===== src/rtl/id_ex_pkg.sv =====
// Shared definitions for the ID/EX pipeline stage: control-bundle bit layout and types.
package id_ex_pkg;

  localparam int unsigned CTRL_W = 10;

  localparam int unsigned REGDST    = 0;
  localparam int unsigned ALUSRC    = 1;
  localparam int unsigned MEMTOREG  = 2;
  localparam int unsigned REGWRITE  = 3;
  localparam int unsigned MEMREAD   = 4;
  localparam int unsigned MEMWRITE  = 5;
  localparam int unsigned BRANCH    = 6;
  localparam int unsigned ALUOP_LSB = 7;
  localparam int unsigned ALUOP_MSB = 9;

  typedef logic [CTRL_W-1:0] ctrl_t;

  localparam ctrl_t CTRL_NOP = '0;

endpackage


===== src/rtl/load_use_detect.sv =====
// Combinational load-use hazard compare between the load in EX and the instruction in ID.
module load_use_detect #(
  parameter int unsigned REG_ADDR_W  = 3,
  parameter int unsigned ZERO_REG_HW = 1
) (
  input  logic                  ex_valid,
  input  logic                  ex_mem_read,
  input  logic [REG_ADDR_W-1:0] ex_rt,
  input  logic                  id_valid,
  input  logic [REG_ADDR_W-1:0] id_rs,
  input  logic [REG_ADDR_W-1:0] id_rt,
  output logic                  hazard
);

  logic rt_match;
  logic zero_exempt;

  always_comb begin
    rt_match    = (ex_rt == id_rs) || (ex_rt == id_rt);
    // Hardwired r0 is never really written, so a load into it creates no dependence.
    zero_exempt = (ZERO_REG_HW != 0) && (ex_rt == '0);
    hazard      = ex_valid && ex_mem_read && id_valid && rt_match && !zero_exempt;
  end

endmodule


===== src/rtl/id_ex_stage.sv =====
// ID/EX pipeline register with valid bit, branch flush, load-use bubble/stall and
// a saturating bubble counter. State updates on the falling clock edge.
module id_ex_stage #(
  parameter int unsigned DATA_W      = 16,
  parameter int unsigned REG_ADDR_W  = 3,
  parameter int unsigned OP_W        = 3,
  parameter int unsigned CTRL_W      = 10,
  parameter int unsigned CNT_W       = 8,
  parameter int unsigned ZERO_REG_HW = 1
) (
  input  logic                  clk,
  input  logic                  rst,
  input  logic                  hit,
  input  logic                  flush,
  input  logic                  id_valid,
  input  logic [DATA_W-1:0]     id_pc_next,
  input  logic [CTRL_W-1:0]     id_ctrl,
  input  logic [OP_W-1:0]       id_opcode,
  input  logic [REG_ADDR_W-1:0] id_rs,
  input  logic [REG_ADDR_W-1:0] id_rt,
  input  logic [REG_ADDR_W-1:0] id_rd,
  input  logic [DATA_W-1:0]     id_rd1,
  input  logic [DATA_W-1:0]     id_rd2,
  input  logic [DATA_W-1:0]     id_imm,
  output logic                  ex_valid,
  output logic [DATA_W-1:0]     ex_pc_next,
  output logic [CTRL_W-1:0]     ex_ctrl,
  output logic [OP_W-1:0]       ex_opcode,
  output logic [REG_ADDR_W-1:0] ex_rs,
  output logic [REG_ADDR_W-1:0] ex_rt,
  output logic [REG_ADDR_W-1:0] ex_rd,
  output logic [DATA_W-1:0]     ex_rd1,
  output logic [DATA_W-1:0]     ex_rd2,
  output logic [DATA_W-1:0]     ex_imm,
  output logic                  hit_out,
  output logic                  stall_id,
  output logic [CNT_W-1:0]      bubble_cnt
);

  import id_ex_pkg::*;

  logic hazard;
  logic bubble;

  load_use_detect #(
    .REG_ADDR_W  (REG_ADDR_W),
    .ZERO_REG_HW (ZERO_REG_HW)
  ) u_load_use_detect (
    .ex_valid    (ex_valid),
    .ex_mem_read (ex_ctrl[MEMREAD]),
    .ex_rt       (ex_rt),
    .id_valid    (id_valid),
    .id_rs       (id_rs),
    .id_rt       (id_rt),
    .hazard      (hazard)
  );

  always_comb begin
    bubble   = flush || hazard;
    // A flush already discards the ID instruction, so holding IF/ID would be pointless.
    stall_id = hazard && hit && !flush;
  end

  always_ff @(negedge clk) begin
    if (rst) begin
      ex_valid   <= 1'b0;
      ex_pc_next <= '0;
      ex_ctrl    <= '0;
      ex_opcode  <= '0;
      ex_rs      <= '0;
      ex_rt      <= '0;
      ex_rd      <= '0;
      ex_rd1     <= '0;
      ex_rd2     <= '0;
      ex_imm     <= '0;
      hit_out    <= 1'b0;
      bubble_cnt <= '0;
    end else if (hit) begin
      ex_pc_next <= id_pc_next;
      ex_opcode  <= id_opcode;
      ex_rs      <= id_rs;
      ex_rt      <= id_rt;
      ex_rd      <= id_rd;
      ex_rd1     <= id_rd1;
      ex_rd2     <= id_rd2;
      ex_imm     <= id_imm;
      hit_out    <= 1'b1;
      if (bubble || !id_valid) begin
        ex_valid <= 1'b0;
        ex_ctrl  <= CTRL_W'(CTRL_NOP);
      end else begin
        ex_valid <= 1'b1;
        ex_ctrl  <= id_ctrl;
      end
      if (bubble && (bubble_cnt != '1)) begin
        bubble_cnt <= bubble_cnt + CNT_W'(1);
      end
    end
  end

endmodule


===== config.mk =====
export PLATFORM = sky130hd
export DESIGN_NAME = id_ex_stage
export DESIGN_NICKNAME = d
export VERILOG_FILES = /design/src/rtl/id_ex_pkg.sv /design/src/rtl/load_use_detect.sv /design/src/rtl/id_ex_stage.sv
export SDC_FILE = /design/constraint.sdc
export NUM_CORES = 1
export LEC_CHECK = 0
export ABC_AREA = 0
export CAP_MARGIN = 20
export CORE_AREA = 2 2 105 107
export CTS_CLUSTER_DIAMETER = 50
export DETAILED_ROUTE_END_ITERATION = 16
export DIE_AREA = 0 0 107 109
export PLACE_DENSITY = 0.8
export SYNTH_ARGS = -nofsm -noshare
export SYNTH_HDL_FRONTEND = slang
export SYNTH_HIERARCHICAL = 1
export SYNTH_SLANG_ARGS = --single-unit
export TNS_END_PERCENT = 20

===== constraint.sdc =====
create_clock -name clk -period 6.1 [get_ports clk]
set_input_delay 1.83 -clock clk [delete_from_list [all_inputs] [get_ports clk]]
set_output_delay 1.83 -clock clk [all_outputs]
set_load 0.05 [all_outputs]

After elaboration in Yosys (flattened, before gate mapping)
Cells that the tools add are included.

Register bits after elaboration: 96. Bits in latches: 0. Memory bits (writable): 0. ROM bits: 0. Output and inout bits: 97. Word-level logic and storage cells: 33. Memories: 0.

$add $sub $neg: 1. Multipliers: 0. Div/mod/pow operators: 0. $lt $le $gt $ge: 0. Equal/unequal tests: 3. Shift operators: 0. Multiplexer cells: 2. Bitwise logic cells: 0. Reductions and logical operators: 15.

Operators with widths (number): 10-bit 2-to-1 mux (1); 8-bit by 1-bit adder with 8-bit output (second input constant) (1); 8-bit != test (second input constant) (1); 1-bit logical AND (7); 3-bit == test (2); 1-bit logical NOT (3); 3-bit logical NOT (1); 1-bit logical OR (3); 2-bit AND reduction (1); 1-bit 2-to-1 mux (1).

Depth between registers and ports, before layout
Gate-level depths: netlist of the first run.

Word-level depth: 7. Depth in mapped cells: 8. Mapped depth without buffers: 7.

Cells and area by module
Netlist of the first run, hierarchy kept.

By module, submodules not included: id_ex_stage (instances 1, cells each 338, area each 3517.1 sq um, seq. area each 1921.8 sq um); load_use_detect (instances 1, cells each 14, area each 86.3 sq um, seq. area each 0.0 sq um).

==> results_dict.tcl, run 1 <==
set metrics [dict create \
    run_status "finished, violations left" \
    violations "negative setup slack" \
    die_h_um 109 \
    tightest_slew_ps 416 \
    max-cap-violations 0 \
    setup.worst_path.start_class "register" \
    postRouteAntennaNets 0 \
    power_density_nw_per_um2 244 \
    design.core.area_um2 10600 \
    start_util_pct 34.0 \
    share_of_the_synthesized_area_in_the_top_cell_type_pct 53.3 \
    synth-seq-area-share_pct 53.3 \
    max-clock-path-buffers 2 \
    timing.hold.worst.class "reg -> reg" \
    drive_gt1_share_pct 24.8 \
    worst_skew_pair.late_latency_ps 420 \
    r2r_setup_slack_ps 3920 \
    first_global_vias 4164 \
    timing_worst_setup_path_type "reg -> out" \
    cp_cell_sequence "xor2_4 -> nor4_4 -> nor4_2 -> nor3_4 -> buf_4 -> nor3b_4 -> buf_12" \
    critical-path-top-delay-family "simple AND/OR/NAND/NOR gates" \
    grt_antenna_before_repair 0 \
    post_synthesis_net_count 444 \
    cts-buffers-inserted 9 \
    p_leak_uw 0.00348 \
    worst_setup_hold_path_clk_slew_ps 30 \
    finalHoldViolCount 0 \
    dieArea_um2 11700 \
    post_synth_main_area_contributors "dfxtp_1, mux2i_1, nor2_1" \
    drtPass1Iterations 4 \
    final-max-slew-violation-count 0 \
    grt_start_max_net_pins 36 \
    routed_wire_length_per_instance_um 14.7 \
    cts_max_level 3 \
    detailed_place_hpwl_mm 8.19 \
    num-nets-final 735 \
    dp.cells 675 \
    yosysWarnings 6 \
    finalWorstSetupSlack_ps -915 \
    critical_path.endpoint_type "primary output" \
    drt_first_iter_violations 126 \
    worst-endpoint-required_ps 4270 \
    reg2reg_capture_point "bubble_cnt[4]" \
    route.layer.met1.wl_mm 4.23 \
    layout_commonest_cell "inv_1" \
    ys_ff_latch 96 \
    area_growth_pct 104 \
    worst_r2r_path_depth 8 \
    final.setup.tns_ps -4170 \
    peakVddDrop_mv 0.150 \
    max-slew-margin-rel_pct 72.0 \
    post_synthesis_cell_type_with_the_largest_combined_area "dfxtp_1" \
    gr-total-overflow 0 \
    postSynth.topFlopCell "dfxtp_1" \
    netlist_area_um2 3600 \
    diodes 0 \
    synth-edff-count 0 \
    grt_setup_unrepaired "yes" \
    syn_inst 352 \
    clock_sinks 96 \
    post-route-util_pct 69.4 \
    drc 0 \
    wl_met3_um 821 \
    final_cell_count_without_fillers 788 \
    cts_hold_buffers 0 \
    worstHoldEndpoint "hit_out" \
    grt_pass1_wl_mm 19.0 \
    die_x_um 107 \
    report.final.setup_viol 20 \
    reg2reg_from "ex_rt[2]" \
    port_buffers 187 \
    routed_via_count_divided_by_cell_count 4.69 \
    cts_tree "yes" \
    synth.distinct_cells 34 \
    gp_routability_congestion 0.799 \
    critPathArrivalTime_ps 5180 \
    core.rowCount 38 \
    dr_total_vias 3692 \
    top_layer_used "met4" \
    final_cell_mix "inv_1, buf_12, nor2_1, dfxtp_1, clkdlybuf4s50_1" \
    crit_buf_inv 2 \
    total_power_of_the_final_layout_uw 1800 \
    fraction_of_registers_with_async_set_or_reset_after_synthesis_pct 0 \
    buffer_cell_driving_the_clock_tree_root "clkbuf_8" \
    holdCritStartpoint "hit_out" \
    timing.critical_path.slowest_cell_delay_ps 370 \
    met2_length_mm 6.20 \
    cp_slowest_cell "dfxtp_4" \
    finalClockSkew_ps 35.3 \
    crit_fanout 4 \
    holdPathStages 2 \
    post_route_design_area_um2 7360 \
    avgSynthCellArea_um2 10.2 \
    cell_area_after_placement_um2 6680 \
    pin_count 188 \
    finalWirelength_mm 11.6 \
    grt.total_usage_pct 20.7 \
]
-- per-stage QoR --
stage / hold slack [ps] / setup WS (ps)
2_1_floorplan: 611 / -429
3_3_place_gp: 493 / -937
3_5_place_dp: 502 / -1020
4_1_cts: 521 / -906
5_1_grt: 559 / -990
6_report: 517 / -915
-- tightest hold or removal path, stage by stage, from the launching register on --
cell and delay [ps]:
dfxtp_1 330, nor2_1 90, nor2_1 40
-- cells in the mapped netlist, types with 2 or more instances --
cell type	instances
dfxtp_1	96
nor2_1	96
mux2i_1	77
a22oi_1	10
buf_2	7
clkbuf_1	6
buf_4	5
nor3_1	5
buf_1	4
nand2_1	4
xor2_1	4
and3_1	3
inv_1	3
nor4_1	3
a211oi_1	2
a21oi_1	2
a311oi_1	2
a41oi_1	2
mux2_2	2
nand2b_1	2
nand3_1	2
nor2b_1	2
nor3b_1	2
-- flip-flops by register name, summed over array words and instances, names as in the netlist, 8 cells and up --
register / count
ex_imm: 16
ex_pc_next: 16
ex_rd1: 16
ex_rd2: 16
ex_ctrl: 10
bubble_cnt: 8
-- where the power goes --
| group | leakage [uW] | switching, uW | internal, uW |
|---|---|---|---|
| registers | 0.000792 | 37.5 | 665 |
| clock network | 0.000620 | 376 | 309 |
| logic | 0.00207 | 196 | 213 |
| total | 0.00348 | 610 | 1190 |
-- layer usage --
metal  GRT usage, %  vias to the layer above
li1               -                     1780
met1           19.6                     1728
met2           36.0                      158
met3           9.56                       26
met4           14.0                        0
met5              0                        -
-- cells by family after synthesis --
family	after synthesis	share of synthesized area (%)
AND/OR/NAND/NOR	122	14.4
flip-flops	96	53.3
multiplexers	80	22.4
buffers and inverters	25	3.37
AO/OA/AOI/OAI	24	5.14
XOR/XNOR	4	0.972
adder cells (fa/ha/maj)	1	0.347
-- area by class of cell --
type | instances | area [um^2]
Multi-Input combinational cell | 232 | 1700
Timing Repair Buffer | 206 | 2980
Tap cell | 140 | 175
Sequential cell | 96 | 1930
Inverter | 2 | 7.51
Fill cell | 756 | 3240
Clock buffer | 9 | 124
Clock inverter | 103 | 444
-- how the worst max path moves through the flow --
stage	slack [ps]	startpoint	endpoint	depth (start not counted)
after global placement	-940	id_rt[2]	ex_ctrl[2]	9
after floorplan	-430	ex_rt[2]	stall_id	5
final	-910	ex_rt[2]	stall_id	7
after detailed placement	-1020	id_rt[2]	bubble_cnt[4]	8
after global routing	-990	ex_rt[1]	stall_id	7
after CTS	-910	ex_rt[1]	stall_id	7
-- what timing repair did --
| action | 4_1_cts | 5_1_grt |
|---|---|---|
| pin swaps | 9 | 3 |
| setup endpoints to repair | 20 | 20 |
| buffers inserted | 0 | 1 |
| gates cloned | 1 | 0 |
| gates resized for setup | 41 | 0 |
Power figures use the tool's default switching activity.
==> run 2: changes to the inputs <==
--- a/config.mk
+++ b/config.mk
@@ -7,10 +7,10 @@
 export LEC_CHECK = 0
 export ABC_AREA = 0
 export CAP_MARGIN = 20
-export CORE_AREA = 2 2 105 107
+export CORE_AREA = 2 2 86 130
 export CTS_CLUSTER_DIAMETER = 50
 export DETAILED_ROUTE_END_ITERATION = 16
-export DIE_AREA = 0 0 107 109
+export DIE_AREA = 0 0 88 132
 export PLACE_DENSITY = 0.8
 export SYNTH_ARGS = -nofsm -noshare
 export SYNTH_HDL_FRONTEND = slang
==> run 2 against run 1 <==
  * The run still ends with negative setup slack left
  * Die area decreased by 0.40%
  * Largest power group is now clock
  * Largest cell class unchanged
  * Non-clock buffer count decreased by 1
  * Wire length increased by 0.36%
  * First-iteration DRC count decreased by 13%
  * Global-route usage decreased by 1.2 points
==> results_dict.tcl, run 2 (synthesis results as in run 1) <==
set metrics [dict create \
    run_status "finished, violations left" \
    violations "negative setup slack" \
    cp_cell_sequence "xor2_1 -> nor3_1 -> nor4_2 -> nor3_2 -> buf_4 -> nor3b_4 -> buf_12" \
    diodes 0 \
    cts-buffers-inserted 9 \
    grt_pass1_wl_mm 17.9 \
    routed_wire_length_per_instance_um 14.7 \
    finalHoldViolCount 0 \
    p_leak_uw 0.00349 \
    drtPass1Iterations 4 \
    peakVddDrop_mv 0.194 \
    gp_routability_congestion 0.861 \
    worst_hold_slack_ps 517 \
    grt.total_usage_pct 19.6 \
    cts_hold_buffers 0 \
    cts_max_level 3 \
    design.core.area_um2 10400 \
    holdPathStages 2 \
    holdCritStartpoint "hit_out" \
    cts_tree "yes" \
    worst_r2r_path_depth 10 \
    drive_gt1_share_pct 23.2 \
    finalClockSkew_ps 21.2 \
    critical-path-top-delay-family "simple AND/OR/NAND/NOR gates" \
    core.rowCount 46 \
    power_density_nw_per_um2 260 \
    cp_slowest_cell "dfxtp_4" \
    setup.worst_path.start_class "register" \
    sw_ratio_pct 33.5 \
    r2r_setup_slack_ps 3900 \
    total_power_of_the_final_layout_uw 1920 \
    dp_worst_setup_slack_ps -985 \
    grt_start_max_net_pins 38 \
    max-slew-margin-rel_pct 69.4 \
    drc 0 \
    worst-endpoint-required_ps 4270 \
    final-max-slew-violation-count 0 \
    net-switching-power_uw 644 \
    worst_setup_hold_path_clk_slew_ps 40 \
    power.internal_uw 1280 \
    worstHoldEndpoint "hit_out" \
    grt_antenna_before_repair 0 \
    timing.critical_path.slowest_cell_delay_ps 340 \
    final.setup.tns_ps -12560 \
    p_comb_share_pct 21.1 \
    buffer_cell_driving_the_clock_tree_root "clkbuf_16" \
    grt_setup_unrepaired "yes" \
    routed_via_count_divided_by_cell_count 4.72 \
    die_h_um 132 \
    start_util_pct 34.6 \
    pin_count 188 \
    port_buffers 187 \
    crit_fanout 3 \
    area_growth_pct 105 \
    max-cap-violations 0 \
    gr-total-overflow 0 \
    first_global_vias 3993 \
    tightest_slew_ps 459 \
    clock_sinks 96 \
    num-nets-final 733 \
    post-route-util_pct 70.9 \
    finalWirelength_mm 11.6 \
    drt_first_iter_violations 109 \
    worst_skew_pair.late_latency_ps 410 \
    multi_input_comb_area_um2 1620 \
    dr_total_vias 3726 \
    final_cell_mix "inv_1, buf_12, nor2_1, dfxtp_1, clkdlybuf4s50_1" \
    timing_worst_setup_path_type "reg -> out" \
    report.final.setup_viol 20 \
    detailed_place_hpwl_mm 8.46 \
    crit_buf_inv 2 \
    fill_cell_total_of_the_finished_layout 726 \
    postRouteAntennaNets 0 \
    clock_power_share_pct 42.5 \
    die_x_um 88 \
    dieArea_um2 11600 \
    timing.hold.worst.class "reg -> reg" \
    critical_path.endpoint_type "primary output" \
    area.sequential_um2 1930 \
    critPathArrivalTime_ps 5060 \
    finalWorstSetupSlack_ps -787 \
    max-clock-path-buffers 2 \
    sequential_fraction_of_design_power_pct 36.5 \
    reg2reg_from "ex_rt[2]" \
    reg2reg_capture_point "bubble_cnt[7]" \
]
[run 2: cell types whose count changed in the layout (fill, tap and decap cells not counted), sizes merged]
cell / change
clkdlybuf4s15: -1
bufinv: -1
dlygate4sd2: -2
clkdlybuf4s50: +7
and4bb: -1
clkinv: +1
buf: -5
[run 2: metal layers]
| metal | GRT usage [%] | vias to the layer above | routed length, um |
|---|---|---|---|
| met1 | 16.6 | 1715 | 3730 |
| li1 | - | 1784 | - |
| met5 | 0 | - | 0 |
| met3 | 10.4 | 42 | 961 |
| met2 | 33.9 | 185 | 6450 |
| met4 | 13.2 | 0 | 477 |
[run 2: per-stage QoR]
stage          std cells  area, um^2
6_report             790        7390
5_1_grt              790        7390
4_1_cts              789        7340
3_5_place_dp         677        6680
3_3_place_gp         677        6680
2_1_floorplan        352        3630
[run 2: final cells by class]
| cell class | count | area share, % |
|---|---|---|
| clock buffer | 9 | 3.05 |
| clock inverter | 103 | 5.83 |
| inverter | 2 | 0.102 |
| multi-input combinational | 231 | 21.9 |
| sequential | 96 | 26.1 |
| tap | 144 | 2.44 |
| timing repair buffer | 205 | 40.5 |
[run 2: how the worst max path moves through the flow]
stage             start  depth (start not counted)    endpoint  slack (ps)
2_1_floorplan  ex_rt[2]                          5    stall_id        -430
3_3_place_gp   id_rt[1]                          9  ex_ctrl[2]        -880
3_5_place_dp   id_rt[1]                          9  ex_ctrl[1]        -980
4_1_cts        ex_rt[2]                          7    stall_id        -790
5_1_grt        ex_rt[2]                          7    stall_id        -870
6_report       ex_rt[2]                          7    stall_id        -790
[run 2: power groups by stage]
stage / Clock, uW / Combinational, uW / Sequential [uW]
2_1_floorplan: 96.2 / 76.2 / 804
3_3_place_gp: 96.2 / 398 / 707
3_5_place_dp: 96.2 / 405 / 710
4_1_cts: 850 / 406 / 701
5_1_grt: 914 / 423 / 704
6_report: 817 / 405 / 701
[run 2: what timing repair did]
item,CTS,global route
pin swaps,1,1
setup endpoints to repair,20,20
buffers inserted,1,1
gates resized for setup,0,8
[run 2: worst reg2reg max path: stages, from the launching register on]
cell      delay (ps)
dfxtp_4          340
xor2_1           270
nor3_2            90
nor4_2           330
nor3_2            90
buf_4            140
buf_4            130
o21a_1           200
buf_4            140
a41oi_1          260
a311oi_1          80
==> run 3: changes to the inputs <==
--- a/config.mk
+++ b/config.mk
@@ -6,6 +6,7 @@
 export NUM_CORES = 1
 export LEC_CHECK = 0
 export ABC_AREA = 0
+export ABC_CLOCK_PERIOD_IN_PS = 6100
 export CAP_MARGIN = 20
 export CORE_AREA = 2 2 86 130
 export CTS_CLUSTER_DIAMETER = 50
==> results of run 3 <==
Same layout as run 2: the final DEF is identical, and so are final timing and power.
